==> src/rtl/riscv_next_pc_gen.sv <==
// rtl/riscv_next_pc_gen.sv - fetch PC generator with in-order prediction-record FIFO
// Optional statistics counters enabled by defining RISCV_NEXT_PC_STATS_EN.
module riscv_next_pc_gen #(
    parameter int                    ADDR_WIDTH = 64,
    parameter logic [ADDR_WIDTH-1:0] RESET_PC   = '0,
    parameter int                    DEPTH      = 4
) (
    input  logic                  clk,
    input  logic                  nreset,
    input  logic                  enable,
    input  logic                  i_stall,
    output logic [ADDR_WIDTH-1:0] o_pm_pc,
    input  logic                  i_inject,
    input  logic [ADDR_WIDTH-1:0] i_inject_addr,
    input  logic                  i_redirect,
    input  logic [ADDR_WIDTH-1:0] i_redirect_addr,
    input  logic                  i_retire,
    output logic                  o_fetch_valid,
    output logic                  o_pred_valid,
    output logic                  o_pred_taken,
    output logic [ADDR_WIDTH-1:0] o_pred_target,
    output logic                  o_full
`ifdef RISCV_NEXT_PC_STATS_EN
    ,
    output logic [31:0]           o_inject_count,
    output logic [31:0]           o_redirect_count
`endif
);

    localparam int PW = $clog2(DEPTH);
    localparam int CW = PW + 1;

    logic [ADDR_WIDTH-1:0] pc_q, pc_d;
    logic [PW-1:0]         wr_ptr_q, wr_ptr_d, rd_ptr_q, rd_ptr_d;
    logic [CW-1:0]         count_q, count_d;
    logic                  taken_q  [DEPTH];
    logic                  taken_d  [DEPTH];
    logic [ADDR_WIDTH-1:0] target_q [DEPTH];
    logic [ADDR_WIDTH-1:0] target_d [DEPTH];

    logic                  en, full, issue, pop, redir;
    logic [ADDR_WIDTH-1:0] next_pc;

    // Reset also gates enable so o_fetch_valid stays low while nreset is asserted.
    always_comb begin
        en       = enable & nreset;
        full     = (count_q == CW'(DEPTH));
        redir    = en & i_redirect;
        issue    = en & ~i_stall & ~i_redirect & (~full | i_retire);
        pop      = en & i_retire & ~i_redirect & (count_q != '0);
        next_pc  = i_inject ? i_inject_addr : pc_q + ADDR_WIDTH'(4);

        pc_d     = pc_q;
        wr_ptr_d = wr_ptr_q;
        rd_ptr_d = rd_ptr_q;
        count_d  = count_q;
        taken_d  = taken_q;
        target_d = target_q;

        if (redir) begin
            pc_d     = i_redirect_addr;
            wr_ptr_d = '0;
            rd_ptr_d = '0;
            count_d  = '0;
        end else begin
            if (issue) begin
                pc_d               = next_pc;
                taken_d[wr_ptr_q]  = i_inject;
                target_d[wr_ptr_q] = next_pc;
                wr_ptr_d           = wr_ptr_q + 1'b1;
            end
            if (pop) begin
                rd_ptr_d = rd_ptr_q + 1'b1;
            end
            count_d = count_q + CW'(issue) - CW'(pop);
        end
    end

    always_ff @(posedge clk or negedge nreset) begin
        if (!nreset) begin
            pc_q     <= RESET_PC;
            wr_ptr_q <= '0;
            rd_ptr_q <= '0;
            count_q  <= '0;
            for (int i = 0; i < DEPTH; i++) begin
                taken_q[i]  <= 1'b0;
                target_q[i] <= '0;
            end
        end else begin
            pc_q     <= pc_d;
            wr_ptr_q <= wr_ptr_d;
            rd_ptr_q <= rd_ptr_d;
            count_q  <= count_d;
            taken_q  <= taken_d;
            target_q <= target_d;
        end
    end

    assign o_pm_pc       = pc_q;
    assign o_fetch_valid = issue;
    assign o_pred_valid  = (count_q != '0);
    assign o_pred_taken  = taken_q[rd_ptr_q];
    assign o_pred_target = target_q[rd_ptr_q];
    assign o_full        = full;

`ifdef RISCV_NEXT_PC_STATS_EN
    logic [31:0] inj_cnt_q, inj_cnt_d, red_cnt_q, red_cnt_d;

    // Both counters saturate rather than wrap.
    always_comb begin
        inj_cnt_d = inj_cnt_q;
        red_cnt_d = red_cnt_q;
        if (issue && i_inject && inj_cnt_q != 32'hFFFF_FFFF) begin
            inj_cnt_d = inj_cnt_q + 32'd1;
        end
        if (redir && red_cnt_q != 32'hFFFF_FFFF) begin
            red_cnt_d = red_cnt_q + 32'd1;
        end
    end

    always_ff @(posedge clk or negedge nreset) begin
        if (!nreset) begin
            inj_cnt_q <= '0;
            red_cnt_q <= '0;
        end else begin
            inj_cnt_q <= inj_cnt_d;
            red_cnt_q <= red_cnt_d;
        end
    end

    assign o_inject_count   = inj_cnt_q;
    assign o_redirect_count = red_cnt_q;
`endif

endmodule

==> config.mk <==
export PLATFORM = sky130hd
export DESIGN_NAME = riscv_next_pc_gen
export DESIGN_NICKNAME = d
export VERILOG_FILES = /design/src/rtl/riscv_next_pc_gen.sv
export SDC_FILE = /design/constraint.sdc
export NUM_CORES = 1
export LEC_CHECK = 0
export CELL_PAD_IN_SITES_DETAIL_PLACEMENT = 0
export CELL_PAD_IN_SITES_GLOBAL_PLACEMENT = 1
export CORE_MARGIN = 2
export CORE_UTILIZATION = 38
export DETAILED_ROUTE_END_ITERATION = 6
export HOLD_SLACK_MARGIN = 0.06
export PLACE_DENSITY_LB_ADDON = 0.2
export SLEW_MARGIN = 20
export SYNTH_ARGS = -nofsm -noshare
export SYNTH_HDL_FRONTEND = slang
export SYNTH_SLANG_ARGS = --single-unit
export TNS_END_PERCENT = 5
==> constraint.sdc <==
create_clock -name clk -period 4.8 [get_ports clk]
set_input_delay 0.48 -clock clk [delete_from_list [all_inputs] [get_ports clk]]
set_output_delay 0.48 -clock clk [all_outputs]
set_load 0.1 [all_outputs]
## Word level (Yosys, flattened, before mapping)

Cells that the tools add are included.
Widths: inputs -> output; s select.

- Flip-flop bits (word level): 331
- Input bits: 135
- Output and inout bits: 132
- Word-level logic and storage cells: 61

- $add $sub $neg: 5
- Magnitude comparators: 3
- Equality and inequality tests: 1
- Muxes and demuxes: 20
- Bitwise gates (word level): 15
- Reductions and logical operators: 5

Operator list:

| cell | number |
|---|---|
| $mux 64 | 6 |
| $bwmux 256 | 1 |
| $bmux 64 s2 | 1 |
| $demux 64 s2 | 1 |
| $add 64x3->64 const B | 1 |
| $and 1x1->1 | 8 |
| $mux 2 | 4 |
| $ge 3x3->1 const B | 2 |
| $not 2->3 | 2 |
| $add 2x1->2 const B | 2 |
| $bwmux 4 | 1 |
| $not 1->1 | 4 |
| $reduce_bool 2->1 | 2 |
| $add 3x1->3 | 1 |
| $eq 3x3->1 const B | 1 |
| $lt 3x1->1 const B | 1 |
| $mux 1 | 3 |
| $mux 3 | 1 |
| $reduce_bool 3->1 | 1 |
| $sub 3x1->3 | 1 |
| $bmux 1 s2 | 1 |
| $demux 1 s2 | 1 |
| $reduce_and 2->1 | 1 |
| $logic_and 1x1->1 | 1 |
| $or 1x1->1 | 1 |

## Depth between registers and ports, before layout

Gate-level depths: netlist of the first run.

- Depth in word-level cells: 7
- Gate-level depth with buffers: 11

## Worst setup path after synthesis of the first run

No wires, ideal clock.

- Path type: reg2out
- From: register count_q[1]
- To: output o_full
- Arrival time: 2.642 ns
- Required time: 4.320 ns
- Setup slack: 1.678 ns
- Cell stages (with the launch flop): 2
- Path buffers: 0
- Cells stage by stage: dfrtp_1 -> nor3b_1

- Longest elaborated chain between the ends: 1

RTL lines:

| what | line | source |
|---|---|---|
| start: declaration | 35 | `logic [CW-1:0] count_q, count_d;` |
| start signal: assignment | 93 | `count_q <= count_d;` |
| $eq 3x3->1 | 47 | `full = (count_q == CW'(DEPTH));` |
| end: declaration | 22 | `output logic o_full` |

Every way passes these cells.

## Worst setup path after layout of the first run

- From: register rd_ptr_q[0]
- To: output o_pred_target[49]

- Longest elaborated chain between the ends: 4

RTL lines:

| what | line | source |
|---|---|---|
| start: declaration | 34 | `logic [PW-1:0] wr_ptr_q, wr_ptr_d, rd_ptr_q, rd_ptr_d;` |
| start signal: assignment | 92 | `rd_ptr_q <= rd_ptr_d;` |
| $not 2->3 (not written as such) | 103 | `assign o_pred_target = target_q[rd_ptr_q];` |
| $bmux 64 s2 | 103 |  |
| $mux 64 (not written as such) (2 in series) | 103 |  |
| end: declaration | 21 | `output logic [ADDR_WIDTH-1:0] o_pred_target,` |

Every way passes these cells. The select of a mux whose other input is x is not followed.

==> results of run 1 <==
-- flip-flops by register name, summed over array words and instances (netlist names) --
register and count:
target_q 256, o_pm_pc 64, count_q 3, wr_ptr_q 2, rd_ptr_q 2, taken_q 4
-- per-layer routing --
layer / up-vias / GRT usage, %
met5: - / 0
met4: 4 / 7.16
met3: 82 / 4.51
met2: 485 / 40.3
met1: 6983 / 37.6
li1: 6259 / -
-- cell type report --
type	count	share of cell area, %
Sequential cell	331	39.1
Timing Repair Buffer	292	14.0
Clock buffer	51	5.16
Inverter	15	0.266
Antenna cell	1	0.0118
Multi-Input combinational cell	1124	37.2
Clock inverter	18	0.839
Tap cell	585	3.46
-- cells in the mapped netlist, types with 8 or more instances --
cell type                  number
sky130_fd_sc_hd__nor4_1        22
sky130_fd_sc_hd__nand2_1      237
sky130_fd_sc_hd__buf_2         15
sky130_fd_sc_hd__a31oi_1       10
sky130_fd_sc_hd__nor3_1        17
sky130_fd_sc_hd__and4_1        14
sky130_fd_sc_hd__o221ai_1       8
sky130_fd_sc_hd__a22oi_1       28
sky130_fd_sc_hd__xnor2_1       28
sky130_fd_sc_hd__buf_1         16
sky130_fd_sc_hd__nand3_1       35
sky130_fd_sc_hd__a221o_1       13
sky130_fd_sc_hd__clkbuf_1      93
sky130_fd_sc_hd__dfrtp_1      331
sky130_fd_sc_hd__mux2i_1       30
sky130_fd_sc_hd__mux2_2        58
sky130_fd_sc_hd__inv_1         13
sky130_fd_sc_hd__xor2_1        24
sky130_fd_sc_hd__nand4_1       27
sky130_fd_sc_hd__o21ai_0      217
sky130_fd_sc_hd__a22o_1        24
sky130_fd_sc_hd__a21oi_1       65
sky130_fd_sc_hd__mux4_2        65
sky130_fd_sc_hd__nor2_1        68
sky130_fd_sc_hd__and3_1        29
-- how the worst max path moves through the flow --
stage | from | end | slack, ns | cells past startpoint
after floorplan | count_q[1] | o_full | 1.68 | 1
after global placement | enable | target_q[44] | 1.21 | 7
after detailed placement | enable | target_q[44] | 1.20 | 7
after CTS | rd_ptr_q[0] | o_pred_target[33] | 0.85 | 3
after global routing | rd_ptr_q[0] | o_pred_target[25] | 0.77 | 3
final | rd_ptr_q[0] | o_pred_target[49] | 0.93 | 3
-- cell families after synthesis --
family                   synth area share (%)
AO/OA/AOI/OAI                            15.0
XOR/XNOR                                 2.73
adder cells (fa/ha/maj)                 0.645
buffers and inverters                    3.27
flip-flops                               49.7
multiplexers                             14.5
AND/OR/NAND/NOR                          14.2
-- report_power, final --
group / internal (mW) / switching, mW / leakage, nW / total, mW
registers: 3.76 / 0.813 / 4.31 / 4.58
clock network: 1.77 / 1.23 / 0.629 / 3.00
logic: 2.16 / 5.19 / 3.85 / 7.36
total: 7.70 / 7.23 / 8.78 / 14.9
-- through the flow --
| stage | std cells | total power [mW] | hold WS [ns] | setup slack (ns) | util (%) |
|---|---|---|---|---|---|
| after floorplan | 1595 | 10.0 | 0.184 | 1.68 | - |
| after global placement | 2345 | 11.9 | 0.329 | 1.21 | 46.0 |
| after detailed placement | 2345 | 12.0 | 0.328 | 1.20 | 46.0 |
| after CTS | 2415 | 15.0 | 0.337 | 0.848 | 49.0 |
| after global routing | 2417 | 15.6 | 0.353 | 0.772 | 49.1 |
| final | 2417 | 14.9 | 0.354 | 0.929 | 49.1 |
-- placed cells by master (no fill, tap or decap), types with 5 or more instances in the layout --
| cell | n |
|---|---|
| sky130_fd_sc_hd__nand3_1 | 35 |
| sky130_fd_sc_hd__a22o_1 | 24 |
| sky130_fd_sc_hd__o21ai_0 | 217 |
| sky130_fd_sc_hd__or3_1 | 7 |
| sky130_fd_sc_hd__nand4_1 | 27 |
| sky130_fd_sc_hd__nor4_1 | 22 |
| sky130_fd_sc_hd__nand2_1 | 233 |
| sky130_fd_sc_hd__a21oi_1 | 65 |
| sky130_fd_sc_hd__ha_1 | 7 |
| sky130_fd_sc_hd__and2_1 | 8 |
| sky130_fd_sc_hd__clkinv_2 | 11 |
| sky130_fd_sc_hd__buf_4 | 20 |
| sky130_fd_sc_hd__clkdlybuf4s50_1 | 263 |
| sky130_fd_sc_hd__mux4_2 | 65 |
| sky130_fd_sc_hd__and3_1 | 28 |
| sky130_fd_sc_hd__buf_12 | 6 |
| sky130_fd_sc_hd__xor2_1 | 24 |
| sky130_fd_sc_hd__o311ai_0 | 7 |
| sky130_fd_sc_hd__clkbuf_1 | 7 |
| sky130_fd_sc_hd__dfrtp_1 | 329 |
| sky130_fd_sc_hd__o21ai_1 | 7 |
| sky130_fd_sc_hd__a221oi_1 | 5 |
| sky130_fd_sc_hd__o221ai_1 | 8 |
| sky130_fd_sc_hd__o31ai_1 | 5 |
| sky130_fd_sc_hd__and4_1 | 14 |
| sky130_fd_sc_hd__mux2_2 | 58 |
| sky130_fd_sc_hd__a221o_1 | 13 |
| sky130_fd_sc_hd__or4_1 | 5 |
| sky130_fd_sc_hd__nor3_1 | 17 |
| sky130_fd_sc_hd__xnor2_1 | 28 |
| sky130_fd_sc_hd__a21o_1 | 5 |
| sky130_fd_sc_hd__inv_1 | 13 |
| sky130_fd_sc_hd__mux2i_1 | 30 |
| sky130_fd_sc_hd__clkbuf_16 | 41 |
| sky130_fd_sc_hd__a31oi_1 | 10 |
| sky130_fd_sc_hd__a22oi_1 | 28 |
| sky130_fd_sc_hd__nor2_1 | 66 |
-- timing repair --
| action | in CTS | in global routing |
|---|---|---|
| endpoints found under the setup margin | 0 | 0 |
| hold buffers | 1 | 0 |
| endpoints found under the hold margin | 20 | 0 |
| gates resized for setup | 0 | 0 |
==> results list, run 1 <==
- Measured along the y axis, the die boundary spans 213 um.
* Worst Hold Class: primary input to asynchronous set/reset pin
- Number of flops mapped to enable cells by yosys: 0
* Total count of hold-check failures in the final report: 0
* Cell breakdown of the critical path: buf_12 > mux4_2 > clkdlybuf4s50_1
* Pwr dens: 705 nW/um^2
- Worst path arrival time: 3.39 ns
- Count of antenna-violating nets left after detailed routing: 0
* Proportion of netlist area held by the largest area contributor: 49.7%
* Type of the setup path with the least slack: register to primary output
- Area after DPL: roughly 20000 sq um
* Wire length per cell after detailed routing: 24.4 um
- Final Max Tran Viols: 0
* Router iterations before antenna repair: 5
- For this run, design rule violations remaining after detail routing come to 0.
- At the pin with the least slew margin, the transition time is 1.09 ns.
* Leak Pwr: 8.78 nW
- TritonCTS clock tree: done
- Summing the sequential cell areas from Yosys gives 49.7% of the chip area.
- Largest delay share family, worst path: buffers and inverters
* Routed metal-1 wire length: 26600 um
- The worst pin sits at a relative slew slack of 27.0%.
* Crit-path slowest cell: sky130_fd_sc_hd__clkdlybuf4s50_1
- After legalization and detailed placement, the total HPWL measured 39400 um.
* H-tree level count: 2
- After floorplanning, the core was divided into 76 placement rows.
- Ys async rst share: 100%
- Setup repair after global routing left no endpoint under its margin.
* Final setup TNS: 0 ns
* Top layer in use: met5
- Crit path time final: 3.87 ns
* Setup Fix Bufs, Post-CTS: 0
- Number of violations of the max-capacitance limit: 0
- Via count of the routed design: about 14000
* Total area of sequential cells: slightly above 8000 sq um
- Synthesized instance count: ~1600
- First-pass GRT wire length: 87600 um
- The largest single stage delay on the critical path is 0.99 ns.
- Die footprint: 45600 sq um
* Clock transition at the registers of the reported paths: approximately 0.050 ns
* Number of fill cells: 4014
* Maximum number of pins on one net before global-route repair: about 180
* Max clock buf depth: 3
* Register-to-Register Setup Slack: 1.41 ns
- Most frequently used flop master after synthesis: sky130_fd_sc_hd__dfrtp_1
- The later pin in the worst-skew pair is clocked with a latency of 0.56 ns.
- In the global route stage, overall resource usage came out at between 20% and 30%.
* Required time at the endpoint of the critical path: 4.32 ns
- 1st-iter DRT viols: 1179
* Buffers added on ports: around 270
- For this configuration, the core starts out at a cell density of between 30% and 40%.
- Final Routed Wirelength: 58900 um
- Design area: 21200 sq um
- Total area of multi-input combinational cells: 7880 sq um
* Achievable clock frequency: 258 MHz
- STA classifies the critical path startpoint as a register.
- The cell sitting at the root of the clock tree is a sky130_fd_sc_hd__clkbuf_16.
* Number of vias per cell after detailed routing: 5.71
- Clk sink count: about 330
- Via count of the first global-routing pass: 13682
- The core region is 43200 sq um.
- During synthesis, Yosys emitted a total of 0 warnings.
- Number of different library cells in the post-synthesis netlist: 65
- In this run the worst path has a maximum fanout of 48.
- Setup violations remaining at the end of the flow were counted as 0.
* Amount of wire on met2 after detailed routing: 27100 um
* Status: finished clean
- Syn Area/Cell: 10.5 sq um
- The floorplan step set the die width to between 200 and 250 um.
- The clock arrives with between 0.015 and 0.02 ns of skew.
* Buffering stage count on the worst path with inverters included: 2
* Routability congestion estimate: 0.841
- Number of nets at the end of the flow: 1947
* Combined area of all synthesized cells: 16700 sq um
- Category of the worst setup path capture point: primary output
* R2R cell count: 7
* Final Cycle Share: 80.7%
* Initial antenna violation count: 4
- Counting flops and latches in the post-synthesis netlist gives around 330.
- Detailed routing placed a total of 3830 um of wire on met3.
* Growth of design area from synthesis to finish: 27.1%
- Aggregate global routing overflow: 0
- By area the synthesized netlist is led by sky130_fd_sc_hd__dfrtp_1 50%, sky130_fd_sc_hd__mux4_2 8.8%, sky130_fd_sc_hd__o21ai_0 6.5%, sky130_fd_sc_hd__nand2_1 5.3%, sky130_fd_sc_hd__mux2_2 3.9%.
- Summed over all instances, the cell type with the most area after synthesis is sky130_fd_sc_hd__dfrtp_1.
* Worst IR drop on VDD: between 500 and 600 uV
- Inserted Clock Buffers: 40
- Capture instance of the worst register-to-register path: target_q[56]
- 267 I/O pins were placed.
* FF-to-FF Start: o_pm_pc[2]
* Share of post-route cells with drive strength above 1: 12.9%
- Synthesis produced a netlist with a net count of between 1500 and 2000.
Power figures use the tool's default switching activity.
==> run 2: changes to the inputs <==
==> constraint.sdc (replaced) <==
create_clock -name clk -period 3.2 [get_ports clk]
set_input_delay 0.32 -clock clk [delete_from_list [all_inputs] [get_ports clk]]
set_output_delay 0.32 -clock clk [all_outputs]
set_load 0.1 [all_outputs]
==> results list, run 2 (synthesized netlist as in run 1, its figures left out) <==
- Design area: 21400 sq um (was 21200 sq um)
- The worst voltage drop across the vdd grid is 1050 uV (was 507 uV).
* Final setup violating endpoints: 0 (unchanged)
- Number of vias per cell after detailed routing: 5.69 (was 5.71)
* First-pass GRT wire length: 87200 um (was 87600 um)
- Final setup TNS: 0 ns (unchanged)
- The antenna diode count came to 0 (was 1).
* Commonest non-fill, non-tap cell in the layout: sky130_fd_sc_hd__dfrtp_1 (unchanged)
- The number of iterations in the first detailed-routing pass was 5 (unchanged).
- Clk sink count: 331 (unchanged)
- CTS Root Cell: sky130_fd_sc_hd__clkbuf_16 (unchanged)
- The die footprint is 45600 sq um (unchanged).
- Post-layout total power: 22.2 mW (was 14.9 mW)
- Count of antenna-violating nets left after detailed routing: 0 (unchanged)
- Worst Hold Class: primary input to register (was primary input to asynchronous set/reset pin)
* Wire length per cell after detailed routing: 23.8 um (was 24.4 um)
* Via count of the routed design: 14003 (was 13813)
- Half-perimeter wire length after placement: 40600 um (was 39400 um)
* Final Cycle Share: between 80% and 90%
* Aggregate global routing overflow: 0 (unchanged)
- Type of the setup path with the least slack: register to primary output (unchanged)
- The layout filler cell count is 4022 (was 4014).
- GRT Overall Usage: 25.8% (was 26.0%)
- H-tree level count: 2 (unchanged)
* Pwr dens: 1040 nW/um^2 (was 705 nW/um^2)
- Fin util: 49.6% (was 49.1%)
- Max FFs per register: 256 (unchanged)
- The final count of pins violating max slew was 0 (unchanged).
* Routability congestion estimate: 0.852 (was 0.841)
* Count of hold-fix buffers inserted at cts: 1 (unchanged)
- Register-to-Register Setup Slack: 0.37 ns (was 1.41 ns)
- Commonest cells after routing, fill and taps aside: 329 x sky130_fd_sc_hd__dfrtp_1, 233 x sky130_fd_sc_hd__nand2_1, 217 x sky130_fd_sc_hd__o21ai_0 (was 329 x sky130_fd_sc_hd__dfrtp_1, 263 x sky130_fd_sc_hd__clkdlybuf4s50_1, 233 x sky130_fd_sc_hd__nand2_1).
- Growth of design area from synthesis to finish: 28.3% (was 27.1%)
- R2R cell count: 6 (was 7)
* Finished Layout Cells: 2462 (was 2417)
- The post-cts gate resize count was 0 (unchanged).
- The number of max-capacitance violations reported was 0 (unchanged).
- Status: finished clean (unchanged).
- FF-to-FF Start: o_pm_pc[22] (was o_pm_pc[2])
* Setup WS pre-CTS: 0.226 ns (was 1.20 ns)
* Hold Path End: o_pm_pc[58]
- The number of rows created at floorplan came to 76 (unchanged).
- Category of the worst setup path capture point: primary output (unchanged)
- The register containing the most flip-flops in the final layout is target_q (unchanged).
* Crit path time final: 2.86 ns
- The worst max-slew margin expressed relative to the limit is 31.8% (was 27.0%).
- The data arrival at the endpoint of the critical path is 2.54 ns (was 3.39 ns).
- Clock transition at the registers of the reported paths: 0.06 ns (was 0.05 ns)
* Number of primary I/O pins: 267 (unchanged)
- The worst flop-to-flop path endpoint is target_q[171] (was target_q[56]).
- Number of nets at the end of the flow: 1995 (was 1947)
- The largest fanout on the critical path is 22 (was 48).
- Hold wc startpoint: i_inject
- The width of the die is 213 um (unchanged).
- The initial core utilization was 38.6% (unchanged).
- Setup Fix Bufs, Post-CTS: 0 (unchanged)
* Final setup slack of the worst path: 0.343 ns (was 0.929 ns)
- Share of post-route cells with drive strength above 1: 21.0% (was 12.9%)
- The total CTS buffers was 39 (was 40).
- The y dimension of the die came to 213 um (unchanged).
- The total placed instance area is 20200 sq um (was 19900 sq um).
- Required time at the endpoint of the critical path: 2.88 ns (was 4.32 ns)
* 1st-iter DRT viols: 1175 (was 1179)
- The minimum hold slack came to 0.313 ns (was 0.354 ns).
- The residual DRC count is 0 (unchanged).
* Worst Hold Depth: 4
- The clock latency reported for the late side of the worst-skew pair came to 0.56 ns (about the same).
- The wire length after detailed routing was 58500 um (was 58900 um).
- TritonCTS clock tree: done (unchanged)
- Maximum number of pins on one net before global-route repair: 171 (was 183)
- Core area: 43200 sq um (unchanged)
- The number of antenna violations at the first check in global routing was 1 (was 4).
* Via count of the first global-routing pass: 13868 (was 13682)
- The setup skew after layout is 0.0234 ns (was 0.0153 ns).
- The number of placed cells counting well taps is 2395 (was 2345).
- The port buffer count came to 266 (unchanged).
* Total count of hold-check failures in the final report: 0 (unchanged)
- The kind of start point of the critical path was a register (unchanged).
- Leak Pwr: 9.21 nW (was 8.78 nW)
- Slew of the pin with the lowest slew margin: 1.02 ns (was 1.09 ns)
- Achievable clock frequency: 350 MHz
- The deepest clock path buffer count is 3 (unchanged).
* Setup repair after global routing missed its margin: false (unchanged)
==> run 2: worst max path at each step <==
stage                     slack, ns   startpoint           endpoint
final                          0.34  rd_ptr_q[0]  o_pred_target[50]
after global placement         0.26       enable         count_q[2]
after CTS                      0.29  rd_ptr_q[0]  o_pred_target[50]
after global routing           0.21  o_pm_pc[22]       target_q[55]
after floorplan                0.11   o_pm_pc[2]      target_q[110]
after detailed placement       0.23       enable         count_q[2]
==> run 2: metal layers <==
layer  wire [um]  up-vias  track usage [%]
li1            -     6362                -
met1       25600     7086             35.9
met2       27200      469             40.7
met3        4070       84             4.89
met4        1640        2             8.57
met5          13        -                0
==> run 2: report_power, final <==
group / internal, mW / total [mW] / switching, mW
Sequential: 5.65 / 6.75 / 1.10
Combinational: 3.13 / 11.1 / 7.98
Clock: 2.54 / 4.33 / 1.79
==> run 2: worst max-delay path, cell delays in order, from the launching register on <==
cell and delay [ns]:
sky130_fd_sc_hd__dfrtp_4 0.72, sky130_fd_sc_hd__buf_12 0.30, sky130_fd_sc_hd__mux4_2 0.66, sky130_fd_sc_hd__buf_4 0.28
==> run 2: area by class of cell <==
class,count,area (sq um),area share [%]
flip-flops and latches,331,8290,38.7
multi-input cells,1124,7880,36.8
repair buffers,341,3220,15.0
clock buffers,60,1190,5.55
well taps,585,732,3.42
inverters,15,56.3,0.263
clock inverters,6,37.5,0.175
